--- src/rtl/hazard_fwd_unit.sv ---
// Hazard detection and operand forwarding unit sitting beside the ID stage.
// Tracks in-flight destination registers in a shift-register scoreboard and
// decides issue / load-use stall / branch flush for the ID instruction.
// Optional build macro: HAZ_PERF_CNT_EN adds stall_cycles / flush_cycles.
module hazard_fwd_unit #(
  parameter int unsigned REG_AW     = 5,
  parameter int unsigned DEPTH      = 3,
  parameter int unsigned LOAD_LAT   = 1,
  parameter int unsigned BR_BUBBLES = 2,
  localparam int unsigned FW        = $clog2(DEPTH)
) (
  input  logic              clk,
  input  logic              rst,
  input  logic              id_valid,
  input  logic [REG_AW-1:0] id_rs,
  input  logic [REG_AW-1:0] id_rt,
  input  logic              id_uses_rs,
  input  logic              id_uses_rt,
  input  logic [REG_AW-1:0] id_rd,
  input  logic              id_reg_wr,
  input  logic              id_is_load,
  input  logic              ex_branch_taken,
  output logic              stall,
  output logic              flush_ifid,
  output logic              flush_idex,
  output logic              issue,
  output logic [FW-1:0]     fwd_a,
  output logic [FW-1:0]     fwd_b
`ifdef HAZ_PERF_CNT_EN
  ,
  output logic [31:0]       stall_cycles,
  output logic [31:0]       flush_cycles
`endif
);

  localparam int unsigned CW = $clog2(BR_BUBBLES) + 1;

  typedef enum logic {RUN, FLUSH} state_t;

  state_t          state, state_nx;
  logic [CW-1:0]   cnt, cnt_nx;
  logic            flush;

  logic [DEPTH-1:0]  sb_valid;
  logic [DEPTH-1:0]  sb_wr;
  logic [DEPTH-1:0]  sb_load;
  logic [REG_AW-1:0] sb_rd [DEPTH];

  logic            haz_a, haz_b;
  logic [FW-1:0]   sel_a, sel_b;

  // Youngest matching producer wins; returns {load_use_hazard, select}.
  function automatic logic [FW:0] search(input logic [REG_AW-1:0] r,
                                         input logic used);
    logic          hit;
    logic          haz;
    logic [FW-1:0] sel;
    hit = 1'b0;
    haz = 1'b0;
    sel = '0;
    for (int unsigned k = 0; k < DEPTH; k++) begin
      if (!hit && used && (r != '0) && sb_valid[k] && sb_wr[k] &&
          (sb_rd[k] == r)) begin
        hit = 1'b1;
        if (k + 1 < DEPTH) begin
          if (sb_load[k] && (k < LOAD_LAT)) haz = 1'b1;
          else                              sel = FW'(k + 1);
        end
      end
    end
    return {haz, sel};
  endfunction

  // Hazard search for both source operands.
  always_comb begin
    {haz_a, sel_a} = search(id_rs, id_uses_rs);
    {haz_b, sel_b} = search(id_rt, id_uses_rt);
  end

  // Flush FSM next-state and flush output; reset suppresses all flushing.
  always_comb begin
    state_nx = state;
    cnt_nx   = cnt;
    flush    = 1'b0;
    case (state)
      RUN: begin
        if (ex_branch_taken) begin
          flush = 1'b1;
          if (BR_BUBBLES > 1) begin
            cnt_nx   = CW'(BR_BUBBLES - 1);
            state_nx = FLUSH;
          end
        end
      end
      FLUSH: begin
        flush = 1'b1;
        if (ex_branch_taken) begin
          cnt_nx = CW'(BR_BUBBLES - 1);
        end else if (cnt == CW'(1)) begin
          cnt_nx   = '0;
          state_nx = RUN;
        end else begin
          cnt_nx = cnt - CW'(1);
        end
      end
      default: state_nx = RUN;
    endcase
    if (rst) flush = 1'b0;
  end

  // Issue decision: flush outranks stall, reset outranks both.
  always_comb begin
    flush_ifid = flush;
    flush_idex = flush;
    stall      = !rst && id_valid && (haz_a || haz_b) && !flush;
    issue      = !rst && id_valid && !stall && !flush;
  end

  // Flush FSM state register.
  always_ff @(posedge clk) begin
    if (rst) begin
      state <= RUN;
      cnt   <= '0;
    end else begin
      state <= state_nx;
      cnt   <= cnt_nx;
    end
  end

  // Scoreboard shift: issued instruction enters position 0, else a bubble.
  always_ff @(posedge clk) begin
    if (rst) begin
      sb_valid <= '0;
    end else begin
      sb_valid <= {sb_valid[DEPTH-2:0], issue};
    end
    sb_wr   <= {sb_wr[DEPTH-2:0], id_reg_wr};
    sb_load <= {sb_load[DEPTH-2:0], id_is_load};
    sb_rd[0] <= id_rd;
    for (int unsigned k = 1; k < DEPTH; k++) begin
      sb_rd[k] <= sb_rd[k-1];
    end
  end

  // Forwarding selects registered into the instruction's EX cycle.
  always_ff @(posedge clk) begin
    if (rst || !issue) begin
      fwd_a <= '0;
      fwd_b <= '0;
    end else begin
      fwd_a <= sel_a;
      fwd_b <= sel_b;
    end
  end

`ifdef HAZ_PERF_CNT_EN
  // Free-running stall / flush cycle counters, wrapping at 2^32.
  always_ff @(posedge clk) begin
    if (rst) begin
      stall_cycles <= '0;
      flush_cycles <= '0;
    end else begin
      if (stall)      stall_cycles <= stall_cycles + 32'd1;
      if (flush_idex) flush_cycles <= flush_cycles + 32'd1;
    end
  end
`endif

endmodule

--- config.mk ---
export PLATFORM = sky130hd
export DESIGN_NAME = hazard_fwd_unit
export DESIGN_NICKNAME = d
export VERILOG_FILES = /design/src/rtl/hazard_fwd_unit.sv
export SDC_FILE = /design/constraint.sdc
export NUM_CORES = 1
export LEC_CHECK = 0
export ABC_AREA = 1
export ABC_CLOCK_PERIOD_IN_PS = 2360
export CAP_MARGIN = 20
export CORE_ASPECT_RATIO = 0.7
export CORE_MARGIN = 3
export CORE_UTILIZATION = 40
export CTS_CLUSTER_DIAMETER = 200
export CTS_CLUSTER_SIZE = 20
export DETAILED_ROUTE_END_ITERATION = 8
export HOLD_SLACK_MARGIN = 0.08
export PLACE_DENSITY = 0.7
export SLEW_MARGIN = 0
export SYNTH_ARGS = -nofsm -noshare
export SYNTH_HDL_FRONTEND = slang
export SYNTH_SLANG_ARGS = --single-unit
--- constraint.sdc ---
create_clock -name clk -period 2.36 [get_ports clk]
set_input_delay 0.708 -clock clk [delete_from_list [all_inputs] [get_ports clk]]
set_output_delay 0.708 -clock clk [all_outputs]
set_load 0.02 [all_outputs]
==> key figures <==
Outcome
  • Status: finished, final reports clean

Worst hold path
  • Hold depth: 0
  • Hold path startpoint: sb_wr[0]
  • Hold Path End: sb_wr[1]
  • HP Class: reg2reg

Critical path
  • Largest delay share family, worst path: simple AND/OR/NAND/NOR gates
  • Slowest stage cell, crit path: dlygate4sd2_1
  • RR Startpoint: sb_valid[0]
  • Worst Setup Start Kind: input port
  • Max FO, Critical Path: 3
  • WS Path Type: in2out
  • R2R depth: 18
  • Worst path max stage delay: 270 ps
  • Reg2reg end: fwd_b[1]
  • Crit end category: output pin
  • Worst EP required: 1650 ps
  • Worst path most repeated cell: nand2_2
  • Buffers & Inverters on Critical Path: 3
  • Crit-path cells: dlygate4sd2_1 -> nor2_1 -> nand2_2 -> nor2_2 -> nand2_2 -> nand2_4 -> inv_2 -> buf_6
  • R2R setup slack: 120 ps
  • CP arrival: 1610 ps

Timing
  • Final hold vios: 0
  • Final worst slack: 46.37 ps
  • Worst relative slew slack: 85.74%
  • Sum of negative setup slack: 0 ps
  • Fin Clk Skew: 1.852 ps
  • Worst-Margin Slew: 213.2 ps
  • Tmin final: 2314 ps
  • FMAX: approximately 430 MHz
  • Period utilization: 98.04%
  • Setup repair after global routing missed its margin: yes
  • Fin. max-slew vios: 0
  • Final setup vio count: 0

GRT
  • Largest net degree at the start of global routing: 14
  • Vias in the first global route: 1056
  • GRT Util Overall: between 10% and 20%
  • GRT Residual Overflow: 0
  • Antenna violations before repair: 0
  • Global-route wire length before repair: 4319 um

Floorplanning
  • Die area: ~3100 um^2
  • Die Y: about 48 um
  • Core Area: between 2000 and 2500 um^2
  • I/O pin total: 31
  • Site Rows: 14
  • Initial cell density of the core: 44.24%
  • Die width: 65.75 um

Place
  • DP Worst Slack: -823.4 ps
  • Input/output buffers: 30
  • DP Area: 1430 um^2
  • Routability congestion estimate: 0.8788
  • DP HPWL: 2067 um

Synthesis
  • Syn nets: 166
  • Synth cell types: 18
  • Sequential share of the synthesized area: ~44%
  • Seq cells post-synth: 22
  • Area leader, netlist: dfxtp_1
  • Top-area cell type share of the netlist area: 44.06%
  • Synth top area cells: dfxtp_1 (44%), nand2_1 (14%), inv_1 (9.8%), nor2_1 (7.5%), a21oi_1 (4.0%)
  • Syn Inst Count: 142
  • Netlist Area Pre-Place: ~1000 um^2
  • Ys Warns: 0
  • Synth Area per Inst: 7.040 um^2

Pwr
  • Peak supply drop: 0.3214 mV
  • Leakage: between 0.7 and 0.8 nW
  • Power per cell area: 514.3 nW/um^2

Final layout
  • # diodes: 0
  • Fill count: 181
  • Post-Layout Inst Area: 1604 um^2
  • Share of cells above drive strength 1: between 30% and 40%
  • Nets: between 200 and 250
  • Area growth, synth to finish: 60.45%

Drt
  • Via count: 1076
  • DRT iter0 DRCs: 70
  • # DRC: 0
  • WL/cell: 11.64 um
  • Vias per inst: 4.618
  • DR pass1 iterations: 5
  • Final ANT Viol Nets: 0
  • Post-Route WL: 2711 um

CTS
  • Max Root-Sink Buffers: 2
  • CTS Buf Count: 3
  • CTS tree: done
  • H-tree depth: 1
  • Root buffer cell: clkbuf_4
  • Clock-pin transition on the worst setup and hold timing paths: 120 ps
  • Cts hold-fix bufs: 0
  • Worst skew pair latency: between 300 and 400 ps
  • Clk sinks: 22

Run
  • Max-cap viol count: 0
[cells by family (layout without fill, tap and decap cells)]
kind of cell	count (synthesis)	after routing	synth area share, %
AND/OR/NAND/NOR	69	69	29.91
buffers and inverters	32	91	12.39
flip-flops	22	22	44.05
AO/OA/AOI/OAI	13	13	8.009
XOR/XNOR	5	5	4.380
adder cells (fa/ha/maj)	1	1	1.251
[through the flow]
stage | hold slack, ps | cells | power [mW] | utilization, %
after floorplan | 330.6 | 142 | 0.4619 | -
after global placement | 359.0 | 216 | 0.5358 | 63.29
after detailed placement | 357.3 | 216 | 0.5402 | 63.29
after CTS | 375.7 | 232 | 0.8233 | 68.00
after global routing | 386.7 | 233 | 0.8676 | 70.99
final | 368.8 | 233 | 0.8249 | 70.99
[layout make-up]
class	count	area (um^2)	share of cell area (%)
clock buffers	3	22.52	1.404
clock inverters	1	30.03	1.872
inverters	31	121.4	7.566
multi-input cells	88	475.5	29.64
flip-flops and latches	22	446.7	27.85
well taps	32	40.04	2.496
repair buffers	56	467.9	29.17
[cells in the mapped netlist (all sizes together)]
cell type  count
ha             1
nand3          7
xor2           1
o21ai          1
nor3           1
buf            1
a21oi          8
nand2         40
dfxtp         22
nor2          21
inv           31
o2111ai        4
xnor2          4
[registers in the layout, indices dropped and copies added, names as in the netlist]
register / flops
fwd_a: 2
fwd_b: 2
state: 1
sb_rd: 10
sb_load: 1
sb_valid: 2
sb_wr: 2
cnt: 2
[how the worst max path moves through the flow]
stage                     startpoint  depth (start not counted)     to
final                            rst                          8  issue
after floorplan             id_rs[1]                          8  issue
after detailed placement    id_rt[0]                         10  stall
after global routing        id_rt[1]                         11  issue
after global placement      id_rt[3]                         10  stall
after CTS                   id_rs[2]                         10  issue
[what timing repair did]
action,CTS,global route
buffers inserted,12,1
pin swaps,16,16
gates resized for setup,73,23
setup endpoints to repair,4,3
[power by group]
group	switching [mW]	internal [mW]
registers	0.0136	0.388
clock network	0.112	0.172
logic	0.0675	0.0718
[placed cells by master, fill, tap and decap left out, types with 5 or more instances in the layout]
master / count
inv_2: 9
inv_1: 20
nor2_1: 17
dfxtp_1: 17
dfxtp_2: 5
buf_4: 29
buf_2: 5
dlygate4sd2_1: 5
clkdlybuf4s50_1: 11
nand2_2: 8
a21oi_1: 6
nand2_1: 31
[routing by layer]
layer / up-vias / track usage, % / wire length, um
met4: 0 / 4.132 / 41
met5: - / 0 / 0
li1: 547 / - / -
met3: 7 / 6.103 / 194
met1: 472 / 22.11 / 1156
met2: 50 / 33.67 / 1318
(Power assumes the default switching activity.)
